### src/rtl/ssd_scan_driver_if.sv
// Bus bundle between the scan driver and whoever feeds it digits and scan indices.
// The master side supplies scan index, digit data and load requests; the slave side
// (the driver) returns the load handshake, the display drive lines and the frame pulse.
interface ssd_scan_driver_if;
  logic [1:0]  scan_sel;
  logic [15:0] digit_in;
  logic [3:0]  dp_in;
  logic        load;
  logic        load_ack;
  logic [3:0]  ssd_ctl;
  logic [7:0]  ssd_seg;
  logic        frame_done;

  modport master (
    output scan_sel,
    output digit_in,
    output dp_in,
    output load,
    input  load_ack,
    input  ssd_ctl,
    input  ssd_seg,
    input  frame_done
  );

  modport slave (
    input  scan_sel,
    input  digit_in,
    input  dp_in,
    input  load,
    output load_ack,
    output ssd_ctl,
    output ssd_seg,
    output frame_done
  );
endinterface

### src/rtl/ssd_scan_driver.sv
// Four-digit multiplexed seven-segment driver.
// Follows the divider's scan index, blanks the bus for BLANK_CYCLES clocks after every
// index change, and double-buffers digit data (staging -> shadow) so a new value is
// only ever committed at the 3->0 frame wrap.
// Optional feature: define LEADING_ZERO_BLANK_EN to suppress leading zeros on d3..d1.
// BLANK_CYCLES is meant to stay within 1..15 (4-bit blank counter).
module ssd_scan_driver #(
  parameter int unsigned BLANK_CYCLES = 1
) (
  input  logic              clk_in,
  input  logic              rst,
  ssd_scan_driver_if.slave  ssd_if
);

  typedef enum logic {
    SHOW,
    BLANK
  } state_t;

  // Counter reload value: the counter counts down to zero, so it holds one less than
  // the number of dark cycles.
  localparam logic [3:0] BLANK_LOAD = 4'(BLANK_CYCLES - 1);

  // Segment patterns for a..g only (dp handled separately), active low.
  function automatic logic [6:0] hexToSeg(input logic [3:0] hex);
    logic [6:0] seg;
    case (hex)
      4'h0:    seg = 7'h01;
      4'h1:    seg = 7'h4F;
      4'h2:    seg = 7'h12;
      4'h3:    seg = 7'h06;
      4'h4:    seg = 7'h4C;
      4'h5:    seg = 7'h24;
      4'h6:    seg = 7'h20;
      4'h7:    seg = 7'h0F;
      4'h8:    seg = 7'h00;
      4'h9:    seg = 7'h04;
      4'hA:    seg = 7'h08;
      4'hB:    seg = 7'h60;
      4'hC:    seg = 7'h31;
      4'hD:    seg = 7'h42;
      4'hE:    seg = 7'h30;
      default: seg = 7'h38;
    endcase
    return seg;
  endfunction

  // Registered state
  state_t      state_q;
  logic [3:0]  blankCnt_q;
  logic [1:0]  sel_q;
  logic [19:0] staging_q;
  logic [19:0] shadow_q;
  logic        pending_q;
  logic        loadAck_q;
  logic        frameDone_q;
  logic [3:0]  ctl_q;
  logic [7:0]  seg_q;

  // Next-state values for the double buffer
  logic [19:0] staging_d;
  logic [19:0] shadow_d;
  logic        pending_d;

  // Per-cycle decisions
  logic        selChange;
  logic        frameWrap;
  logic        loadAccept;

  // Display pattern for the currently selected digit
  logic [3:0]  curDigit;
  logic        curDp;
  logic [3:0]  leadZero;
  logic [3:0]  dispCtl;
  logic [7:0]  dispSeg;

  // Detect index changes and the single 3->0 wrap; a load is taken when nothing is
  // pending, or when the wrap in this same cycle frees the staging register.
  always_comb begin
    selChange  = (ssd_if.scan_sel != sel_q);
    frameWrap  = (sel_q == 2'd3) && (ssd_if.scan_sel == 2'd0);
    loadAccept = ssd_if.load && (!pending_q || frameWrap);
  end

  // Double-buffer update: commit the old staging at the wrap, then capture new data.
  always_comb begin
    staging_d = staging_q;
    shadow_d  = shadow_q;
    pending_d = pending_q;
    if (frameWrap && pending_q) begin
      shadow_d  = staging_q;
      pending_d = 1'b0;
    end
    if (loadAccept) begin
      staging_d = {ssd_if.dp_in, ssd_if.digit_in};
      pending_d = 1'b1;
    end
  end

  // Leading-zero map: a digit is suppressed when it and every higher digit are zero.
`ifdef LEADING_ZERO_BLANK_EN
  always_comb begin
    leadZero    = 4'b0000;
    leadZero[3] = (shadow_q[15:12] == 4'h0);
    leadZero[2] = leadZero[3] && (shadow_q[11:8] == 4'h0);
    leadZero[1] = leadZero[2] && (shadow_q[7:4] == 4'h0);
    leadZero[0] = 1'b0;
  end
`else
  always_comb begin
    leadZero = 4'b0000;
  end
`endif

  // Pick the shadow digit for the current index and build its enable and segments.
  always_comb begin
    curDigit = 4'h0;
    curDp    = 1'b0;
    case (sel_q)
      2'd0: begin
        curDigit = shadow_q[3:0];
        curDp    = shadow_q[16];
      end
      2'd1: begin
        curDigit = shadow_q[7:4];
        curDp    = shadow_q[17];
      end
      2'd2: begin
        curDigit = shadow_q[11:8];
        curDp    = shadow_q[18];
      end
      default: begin
        curDigit = shadow_q[15:12];
        curDp    = shadow_q[19];
      end
    endcase
    dispCtl = ~(4'b0001 << sel_q);
    if (leadZero[sel_q]) begin
      dispSeg = {7'h7F, ~curDp};
    end else begin
      dispSeg = {hexToSeg(curDigit), ~curDp};
    end
  end

  // Scan index tracking, double buffer registers and handshake pulses.
  always_ff @(posedge clk_in or negedge rst) begin
    if (!rst) begin
      sel_q       <= 2'd0;
      staging_q   <= '0;
      shadow_q    <= '0;
      pending_q   <= 1'b0;
      loadAck_q   <= 1'b0;
      frameDone_q <= 1'b0;
    end else begin
      sel_q       <= ssd_if.scan_sel;
      staging_q   <= staging_d;
      shadow_q    <= shadow_d;
      pending_q   <= pending_d;
      loadAck_q   <= loadAccept;
      frameDone_q <= frameWrap;
    end
  end

  // Blanking FSM with registered display outputs; a change during blanking restarts it.
  always_ff @(posedge clk_in or negedge rst) begin
    if (!rst) begin
      state_q    <= SHOW;
      blankCnt_q <= 4'd0;
      ctl_q      <= 4'hF;
      seg_q      <= 8'hFF;
    end else begin
      case (state_q)
        SHOW: begin
          if (selChange) begin
            state_q    <= BLANK;
            blankCnt_q <= BLANK_LOAD;
            ctl_q      <= 4'hF;
            seg_q      <= 8'hFF;
          end else begin
            ctl_q <= dispCtl;
            seg_q <= dispSeg;
          end
        end
        BLANK: begin
          if (selChange) begin
            blankCnt_q <= BLANK_LOAD;
            ctl_q      <= 4'hF;
            seg_q      <= 8'hFF;
          end else if (blankCnt_q == 4'd0) begin
            state_q <= SHOW;
            ctl_q   <= dispCtl;
            seg_q   <= dispSeg;
          end else begin
            blankCnt_q <= blankCnt_q - 4'd1;
            ctl_q      <= 4'hF;
            seg_q      <= 8'hFF;
          end
        end
        default: begin
          state_q    <= SHOW;
          blankCnt_q <= 4'd0;
          ctl_q      <= 4'hF;
          seg_q      <= 8'hFF;
        end
      endcase
    end
  end

  assign ssd_if.load_ack   = loadAck_q;
  assign ssd_if.frame_done = frameDone_q;
  assign ssd_if.ssd_ctl    = ctl_q;
  assign ssd_if.ssd_seg    = seg_q;

endmodule

### src/flat_wrapper.sv
// flat-port wrapper written by rule: the top's interface ports become plain ports
module ssd_scan_driver_flat 
#(
  parameter int unsigned BLANK_CYCLES = 1
)
  (clk_in, rst, ssd_if_scan_sel, ssd_if_digit_in, ssd_if_dp_in, ssd_if_load, ssd_if_load_ack, ssd_if_ssd_ctl, ssd_if_ssd_seg, ssd_if_frame_done);
  ssd_scan_driver_if ssd_if_i ();
  input  logic clk_in;
  input  logic rst;
  input wire logic [$bits(ssd_if_i.scan_sel)-1:0] ssd_if_scan_sel;
  input wire logic [$bits(ssd_if_i.digit_in)-1:0] ssd_if_digit_in;
  input wire logic [$bits(ssd_if_i.dp_in)-1:0] ssd_if_dp_in;
  input wire logic [$bits(ssd_if_i.load)-1:0] ssd_if_load;
  output wire logic [$bits(ssd_if_i.load_ack)-1:0] ssd_if_load_ack;
  output wire logic [$bits(ssd_if_i.ssd_ctl)-1:0] ssd_if_ssd_ctl;
  output wire logic [$bits(ssd_if_i.ssd_seg)-1:0] ssd_if_ssd_seg;
  output wire logic [$bits(ssd_if_i.frame_done)-1:0] ssd_if_frame_done;
  assign ssd_if_i.scan_sel = ssd_if_scan_sel;
  assign ssd_if_i.digit_in = ssd_if_digit_in;
  assign ssd_if_i.dp_in = ssd_if_dp_in;
  assign ssd_if_i.load = ssd_if_load;
  assign ssd_if_load_ack = ssd_if_i.load_ack;
  assign ssd_if_ssd_ctl = ssd_if_i.ssd_ctl;
  assign ssd_if_ssd_seg = ssd_if_i.ssd_seg;
  assign ssd_if_frame_done = ssd_if_i.frame_done;
  ssd_scan_driver #(.BLANK_CYCLES(BLANK_CYCLES)) u_core (.clk_in(clk_in), .rst(rst), .ssd_if(ssd_if_i));
endmodule
### config.mk
export PLATFORM = sky130hd
export DESIGN_NAME = ssd_scan_driver_flat
export DESIGN_NICKNAME = d
export VERILOG_FILES = /design/src/rtl/ssd_scan_driver_if.sv /design/src/rtl/ssd_scan_driver.sv /design/src/flat_wrapper.sv
export SDC_FILE = /design/constraint.sdc
export NUM_CORES = 1
export LEC_CHECK = 0
export CAP_MARGIN = 20
export CELL_PAD_IN_SITES_DETAIL_PLACEMENT = 0
export CELL_PAD_IN_SITES_GLOBAL_PLACEMENT = 1
export CORE_ASPECT_RATIO = 1.1
export CORE_UTILIZATION = 40
export DETAILED_ROUTE_END_ITERATION = 7
export PLACE_DENSITY = 0.76
export SYNTH_ARGS = -nofsm -noshare
export SYNTH_HDL_FRONTEND = slang
export SYNTH_SLANG_ARGS = --single-unit
### constraint.sdc
create_clock -name clk_in -period 1.8 [get_ports clk_in]
set_input_delay 0.36 -clock clk_in [delete_from_list [all_inputs] [get_ports clk_in]]
set_output_delay 0.36 -clock clk_in [all_outputs]
set_load 0.02 [all_outputs]
==> run summary, run 1 <==
longest individual stage delay on the worst path - 620 ps
P_sw - 1.422 mW
fin area - 0.003667 mm^2
initial core utilization - 41.65%
number of top-level pins - 39
final core occ - 55.29%
period utilisation layout - 100.4%
FF-to-FF setup slack - -7 ps
critical path class - reg -> reg
Power, Total - 4.884 mW
first-iteration detailed-routing DRC count - 46
post-layout net count - 283
combined flip-flop and latch cell area - 0.001569 mm^2
Wirelength per Cell - 14.27 um
half-perimeter wire length of the detailed placement result - 3.217 mm
leakage power total - 1.627 nW
antenna diode count - 0
TritonCTS clock tree - built
weighted congestion reported at the end of routability-driven placement - 0.7636
x dimension of the die - 81.24 um
total routing resource utilization after global routing - 15.17%
Rows - 31
maximum clock path buffer count - 2
CTS clock-pin slew for the worst setup and hold paths - 60 ps
Arr. time, crit path - 2070 ps
H-tree depth - 3
share of power burned in registers - 42.8%
Gate power share - 34.3%
run status - finished with violations
clock share of power - 22.8%
CTS Hold Bufs - 0
library cell occupying the most area in the post-synthesis netlist - sky130_fd_sc_hd__dfrtp_1
synthesized cell area - 0.002763 mm^2
antenna violations before repair - 0
count of different cell masters after synthesis - 31
Syn. warnings - 0
FILL cells - 593
type of destination of the critical path - flip-flop
failing checks - setup timing
cell-internal power - 3.462 mW
CTS Root Cell - sky130_fd_sc_hd__clkbuf_8
synth-to-layout area growth - 32.74%
max capacitance violation total - 0
transition time at the pin with the least slew margin - 367.7 ps
switching share of power - 29.11%
area occupied by multi-input gates - 0.001165 mm^2
post-route worst setup slack - -6.613 ps
post-synthesis sequential element count - 62
upper clock frequency limit - 0.5535 GHz
commonest non-fill, non-tap cell in the layout - sky130_fd_sc_hd__dfrtp_1
instance area at placement - 0.003383 mm^2
via count normalized by instance count - 4.814
final-report max-slew violation count - 0
number of global-route vias before repair - 1644
drt first pass iters - 4
count of input and output buffers - 38
prevailing post-synth register cell - sky130_fd_sc_hd__dfrtp_1
share of flip-flops with an asynchronous set or reset after synthesis - 100.0%
routed vias - 1627
type of the most critical hold path - in -> async
Post-Syn Nets - 214
combined buffer and inverter count along the critical path - 1
Die Outline Area - 0.007243 mm^2
data required time of the worst path - 2070 ps
most frequent cells in the layout - 48 x sky130_fd_sc_hd__dfrtp_1, 25 x sky130_fd_sc_hd__clkdlybuf4s50_1, 23 x sky130_fd_sc_hd__buf_4
unrepaired setup endpoints after global routing - true
type of origin of the critical path - flip-flop
proportion of layout cells with a drive suffix above 1 - 46.48%
Residual DRC - 0
CP max-delay cell - sky130_fd_sc_hd__mux4_2
synthesized area per cell - 15.18 um^2
maximum fanout along the worst path - 6
worst-case clock skew - 8.301 ps
worst setup slack before clock tree synthesis - -132.4 ps
Routed WL - 4.824 mm
Die Y - 89.16 um
instance count of the mapped netlist - 182
biggest area contributors in the synthesized netlist - sky130_fd_sc_hd__dfrtp_1 45%, sky130_fd_sc_hd__dfstp_2 11%, sky130_fd_sc_hd__mux2_4 10%
final number of hold-violating endpoints - 0
maximum ir drop on the vdd rail - 0.5993 mV
final setup violation count - 1
clock latency of the later-clocked register in the worst-skew pair - 330 ps
Overflow after GRT - 0
Relative slew margins - 75.49%
count of clock tree sinks - 62
Final min period - 1807 ps
part of the Yosys area used for sequential elements - 56.70%
worst path cell trace - mux4_2, inv_4, ha_2, mux2i_1, mux2_4, nand2_2
number of buffers added by the clock tree synthesis step - 9
pin count of the biggest net entering global routing - 63
number of antenna-violating nets in the routed design - 0
total core area - 0.006633 mm^2
Worst path top cell family by delay - multiplexers
Synth top area share - 45.29%
ratio of total power to cell area - 1332 mW/mm^2
number of enable flip-flop cells after synthesis - 0
wire length of the first global-routing pass - 7.935 mm
[power groups by stage]
stage | clock (mW) | sequential (mW) | combinational, mW
3_5_place_dp | 0 | 2.09 | 1.51
4_1_cts | 1.16 | 2.07 | 1.49
6_report | 1.12 | 2.09 | 1.68
3_3_place_gp | 0 | 2.08 | 1.48
2_1_floorplan | 0 | 2.07 | 0.990
5_1_grt | 1.23 | 2.14 | 1.85
[layer usage]
metal	global-route usage [%]	part of all wire (%)
met1	19.15	46
met2	23.76	49
met3	4.388	3.7
met4	7.792	1.8
met5	0	0
[kinds of logic (layout without fill, tap and decap cells)]
group                      Yosys count  after routing  synth area share (%)
adders and majority gates            7              7                 3.170
xor gates and xnor gates             5              5                 1.585
DFF                                 62             62                 56.70
buffers and inverters               18             91                 3.714
AOI/OAI and AO/OA                   15             15                 3.849
muxes                               50             51                 25.41
and+or+nand+nor                     25             25                 5.571
[flip-flops by register name, indices dropped and copies added, names as in the netlist]
register and count:
u_core.shadow_q 20, u_core.blankCnt_q 4, u_core.ssd_if.ssd_seg 8, u_core.staging_q 20, u_core.ssd_if.load_ack 1, u_core.ssd_if.ssd_ctl 4, u_core.pending_q 1, u_core.sel_q 2
u_core.ssd_if.frame_done 1, u_core.state_q 1
[cells in the mapped netlist (2+ instances only)]
library cell,n
sky130_fd_sc_hd__a211oi_1,2
sky130_fd_sc_hd__a21oi_1,4
sky130_fd_sc_hd__buf_2,4
sky130_fd_sc_hd__buf_6,4
sky130_fd_sc_hd__dfrtp_1,50
sky130_fd_sc_hd__dfstp_2,12
sky130_fd_sc_hd__ha_1,7
sky130_fd_sc_hd__inv_1,10
sky130_fd_sc_hd__mux2_2,22
sky130_fd_sc_hd__mux2_4,19
sky130_fd_sc_hd__mux2i_1,3
sky130_fd_sc_hd__mux4_2,5
sky130_fd_sc_hd__nand2_1,6
sky130_fd_sc_hd__nand2b_1,2
sky130_fd_sc_hd__nand3b_1,2
sky130_fd_sc_hd__nor2_1,7
sky130_fd_sc_hd__o211ai_1,3
sky130_fd_sc_hd__o221ai_1,4
sky130_fd_sc_hd__xnor2_1,4
[stage by stage]
step	hold WS, ps	setup TNS, ps	std cells
after floorplan	64.41	-32.98	182
after global placement	392.1	-2213	316
after detailed placement	390.2	-3021	316
after CTS	23.09	-17.43	332
after global routing	34.22	-324.0	338
final	23.52	-6.613	338
[worst paths after layout]
kind,start,endpoint,depth (start not counted)
setup / recovery,u_core.sel_q[0]$_DFF_PN0_,u_core.ssd_if.ssd_seg[4]$_DFF_PN1_,6
hold / removal,rst,u_core.staging_q[2]$_DFFE_PN0P_,2
setup reg to reg,u_core.sel_q[0]$_DFF_PN0_,u_core.ssd_if.ssd_seg[4]$_DFF_PN1_,6
hold reg to reg,u_core.staging_q[18]$_DFFE_PN0P_,u_core.staging_q[18]$_DFFE_PN0P_,1
max in group asynchronous,rst,u_core.ssd_if.ssd_seg[4]$_DFF_PN1_,2
min in group clk_in,u_core.staging_q[18]$_DFFE_PN0P_,u_core.staging_q[18]$_DFFE_PN0P_,1
[timing repair]
action | in CTS | in global routing
setup buffers | 0 | 5
cloned | 0 | 1
pin swaps | 0 | 9
endpoints found under the setup margin | 16 | 8
gates resized for setup | 11 | 18
[area by class of cell]
cell class              instances  area share, %
inverters                      10          1.092
repair buffers                 65          16.68
clock buffers                  13          3.787
well taps                      82          2.798
flip-flops and latches         62          42.78
multi-input cells             103          31.76
clock inverters                 3          1.092
No activity file was read; power rests on OpenSTA's default activity.
==> inputs of run 2 (changes only) <==
Settings changed: CORE_MARGIN set to 2.
==> run 2 against run 1 <==
The flow still finishes with violations (setup timing). Routed wire length rose by 0.10%. Utilization rose by 0.98 points. Clock skew fell by 2.5 ps. Design area rose by 1.8%. Global-route usage fell by 1.4 points. Highest routed layer unchanged. Maximum frequency fell by 1.6%. Die area rose by 4.8%. First-iteration DRC count rose by 35%. Critical endpoint is now u_core.ssd_if.ssd_seg[1]$_DFF_PN1_. Combinational power rose by 3%.
==> run summary, run 2 (synthesized netlist as in run 1, its figures left out) <==
run status - finished with violations (unchanged)
failing checks - setup timing (unchanged)
H-tree depth - 3 (unchanged)
Routed WL - 4.829 mm (was 4.824 mm)
type of the most critical hold path - in -> async (unchanged)
Die Outline Area - 0.007588 mm^2 (was 0.007243 mm^2)
maximum clock path buffer count - 2 (unchanged)
cell-internal power - 3.786 mW (was 3.462 mW)
total routing resource utilization after global routing - 13.75% (was 15.17%)
number of buffers added by the clock tree synthesis step - 9 (unchanged)
count of input and output buffers - 38 (unchanged)
worst path cell trace - mux4_2, ha_4, and2b_2, a21oi_2, o221ai_1 (was mux4_2, inv_4, ha_2, mux2i_1, mux2_4, nand2_2)
half-perimeter wire length of the detailed placement result - 3.118 mm (was 3.217 mm)
count of clock tree sinks - 62 (unchanged)
post-layout net count - 279 (was 283)
combined buffer and inverter count along the critical path - 0 (was 1)
number of antenna-violating nets in the routed design - 0 (unchanged)
Die Y - 91.16 um (was 89.16 um)
routed vias - 1645 (was 1627)
upper clock frequency limit - 0.5446 GHz (was 0.5535 GHz)
via count normalized by instance count - 4.940 (was 4.814)
maximum fanout along the worst path - 5 (was 6)
number of top-level pins - 39 (unchanged)
final number of hold-violating endpoints - 0 (unchanged)
Arr. time, crit path - 2090 ps (was 2070 ps)
antenna diode count - 0 (unchanged)
CTS clock-pin slew for the worst setup and hold paths - 60 ps (about the same)
total core area - 0.006633 mm^2 (unchanged)
most frequent cells in the layout - 48 x sky130_fd_sc_hd__dfrtp_1, 25 x sky130_fd_sc_hd__clkdlybuf4s50_1, 21 x sky130_fd_sc_hd__mux2_2 (was 48 x sky130_fd_sc_hd__dfrtp_1, 25 x sky130_fd_sc_hd__clkdlybuf4s50_1, 23 x sky130_fd_sc_hd__buf_4)
final setup violation count - 4 (was 1)
share of power burned in registers - 39.4% (was 42.8%)
P_sw - 1.495 mW (was 1.422 mW)
switching share of power - 28.31% (was 29.11%)
TritonCTS clock tree - built (unchanged)
data required time of the worst path - 2050 ps (was 2070 ps)
final core occ - 56.27% (was 55.29%)
CTS Root Cell - sky130_fd_sc_hd__clkbuf_8 (unchanged)
weighted congestion reported at the end of routability-driven placement - 0.7713 (was 0.7636)
x dimension of the die - 83.24 um (was 81.24 um)
worst-case clock skew - 5.802 ps (was 8.301 ps)
FILL cells - 540 (was 593)
DRT met1 WL - 2.121 mm (was 2.206 mm)
Rows - 31 (unchanged)
final-report max-slew violation count - 0 (unchanged)
clock share of power - 27.8% (was 22.8%)
ratio of total power to cell area - 1415 mW/mm^2 (was 1332 mW/mm^2)
CTS Hold Bufs - 0 (unchanged)
first-iteration detailed-routing DRC count - 62 (was 46)
worst setup slack before clock tree synthesis - -166.5 ps (was -132.4 ps)
pin count of the biggest net entering global routing - 63 (unchanged)
unrepaired setup endpoints after global routing - true (unchanged)
wire length of the first global-routing pass - 8.093 mm (was 7.935 mm)
Final min period - 1836 ps (was 1807 ps)
critical path class - reg -> reg (unchanged)
Residual DRC - 0 (unchanged)
Overflow after GRT - 0 (unchanged)
maximum ir drop on the vdd rail - 0.7953 mV (was 0.5993 mV)
total met2 wirelength after detailed routing - 2.358 mm (was 2.349 mm)
type of origin of the critical path - flip-flop (unchanged)
antenna violations before repair - 0 (unchanged)
Worst path top cell family by delay - multiplexers (unchanged)
period utilisation layout - 102.0% (was 100.4%)
clock latency of the later-clocked register in the worst-skew pair - 340 ps (was 330 ps)
Gate power share - 32.8% (was 34.3%)
Hold Worst Slack - 17.56 ps (was 23.52 ps)
commonest non-fill, non-tap cell in the layout - sky130_fd_sc_hd__dfrtp_1 (unchanged)
initial core utilization - 41.65% (unchanged)
leakage power total - 1.636 nW (was 1.627 nW)
drt first pass iters - 4 (unchanged)
uppermost routed layer - met4 (unchanged)
Wirelength per Cell - 14.50 um (was 14.27 um)
type of destination of the critical path - flip-flop (unchanged)
post-route worst setup slack - -36.34 ps (was -6.613 ps)
CP max-delay cell - sky130_fd_sc_hd__mux4_2 (unchanged)
proportion of layout cells with a drive suffix above 1 - 47.01% (was 46.48%)
longest individual stage delay on the worst path - 650 ps (was 620 ps)
Relative slew margins - 74.28% (was 75.49%)
max capacitance violation total - 0 (unchanged)
transition time at the pin with the least slew margin - 385.8 ps (was 367.7 ps)
number of global-route vias before repair - 1718 (was 1644)
WL met3 - 274 um (was 180 um)
synth-to-layout area growth - 35.10% (was 32.74%)
-- run 2: cell count changes in the layout (fill, tap and decap cells not counted), sizes merged --
cell,before,now
buf,28,24
bufinv,1,3
clkbuf,13,11
dlygate4sd2,10,12
dlymetal6s2s,2,0
inv,10,9
-- run 2: layout make-up --
| type | count | area [um^2] | share of cell area, % |
|---|---|---|---|
| Multi-Input combinational cell | 103 | 1207 | 32.35 |
| Timing Repair Buffer | 61 | 574.3 | 15.39 |
| Tap cell | 82 | 102.6 | 2.749 |
| Clock inverter | 4 | 95.09 | 2.548 |
| Sequential cell | 62 | 1569 | 42.04 |
| Clock buffer | 11 | 141.4 | 3.788 |
| Inverter | 10 | 42.54 | 1.140 |
-- run 2: worst register-to-register path: cells and delay by family (launching register included) --
family | cells | cell delay [ps]
mux | 1 | 650
flops | 1 | 430
compound gates | 2 | 230
fa+ha+maj | 1 | 220
simple gates | 1 | 220
-- run 2: path summary, 6_finish.rpt --
check                                                from                            endpoint  slack [ps]  cells past startpoint
setup / recovery                u_core.sel_q[0]$_DFF_PN0_  u_core.ssd_if.ssd_seg[1]$_DFF_PN1_         -40                      5
hold / removal                                        rst    u_core.staging_q[12]$_DFFE_PN0P_          20                      2
setup reg to reg                u_core.sel_q[0]$_DFF_PN0_  u_core.ssd_if.ssd_seg[1]$_DFF_PN1_         -40                      5
hold reg to reg            u_core.shadow_q[4]$_DFFE_PN0P_      u_core.shadow_q[4]$_DFFE_PN0P_         500                      1
max in group asynchronous                             rst  u_core.ssd_if.ssd_seg[1]$_DFF_PN1_        1470                      2
min in group clk_in        u_core.shadow_q[4]$_DFFE_PN0P_      u_core.shadow_q[4]$_DFFE_PN0P_         500                      1
-- run 2: what timing repair did --
| action | in CTS | in global routing |
|---|---|---|
| pin swaps | 3 | 10 |
| setup buffers | 1 | 0 |
| resized for setup | 19 | 15 |
| setup endpoints to repair | 31 | 7 |
| cloned | 0 | 1 |
-- run 2: metal layers --
metal	GRT usage (%)	vias to the layer above
met5	0	-
met4	7.923	0
met3	4.909	8
met2	20.30	49
met1	17.46	808
li1	-	780
-- run 2: power by group through the flow --
stage | Clock [mW] | Combinational [mW] | Sequential (mW)
6_report | 1.47 | 1.73 | 2.08
5_1_grt | 1.57 | 1.90 | 2.13
4_1_cts | 1.51 | 1.56 | 2.06
3_5_place_dp | 0 | 1.53 | 2.09
3_3_place_gp | 0 | 1.51 | 2.07
2_1_floorplan | 0 | 0.990 | 2.07
-- run 2: stage by stage --
stage	power (mW)	instances	area (um^2)	setup TNS, ps
2_1_floorplan	3.064	182	2768	-32.98
3_3_place_gp	3.577	316	3383	-4558
3_5_place_dp	3.619	316	3383	-4609
4_1_cts	5.131	332	3645	-13.42
5_1_grt	5.602	333	3732	-449.5
6_report	5.280	333	3732	-112.4
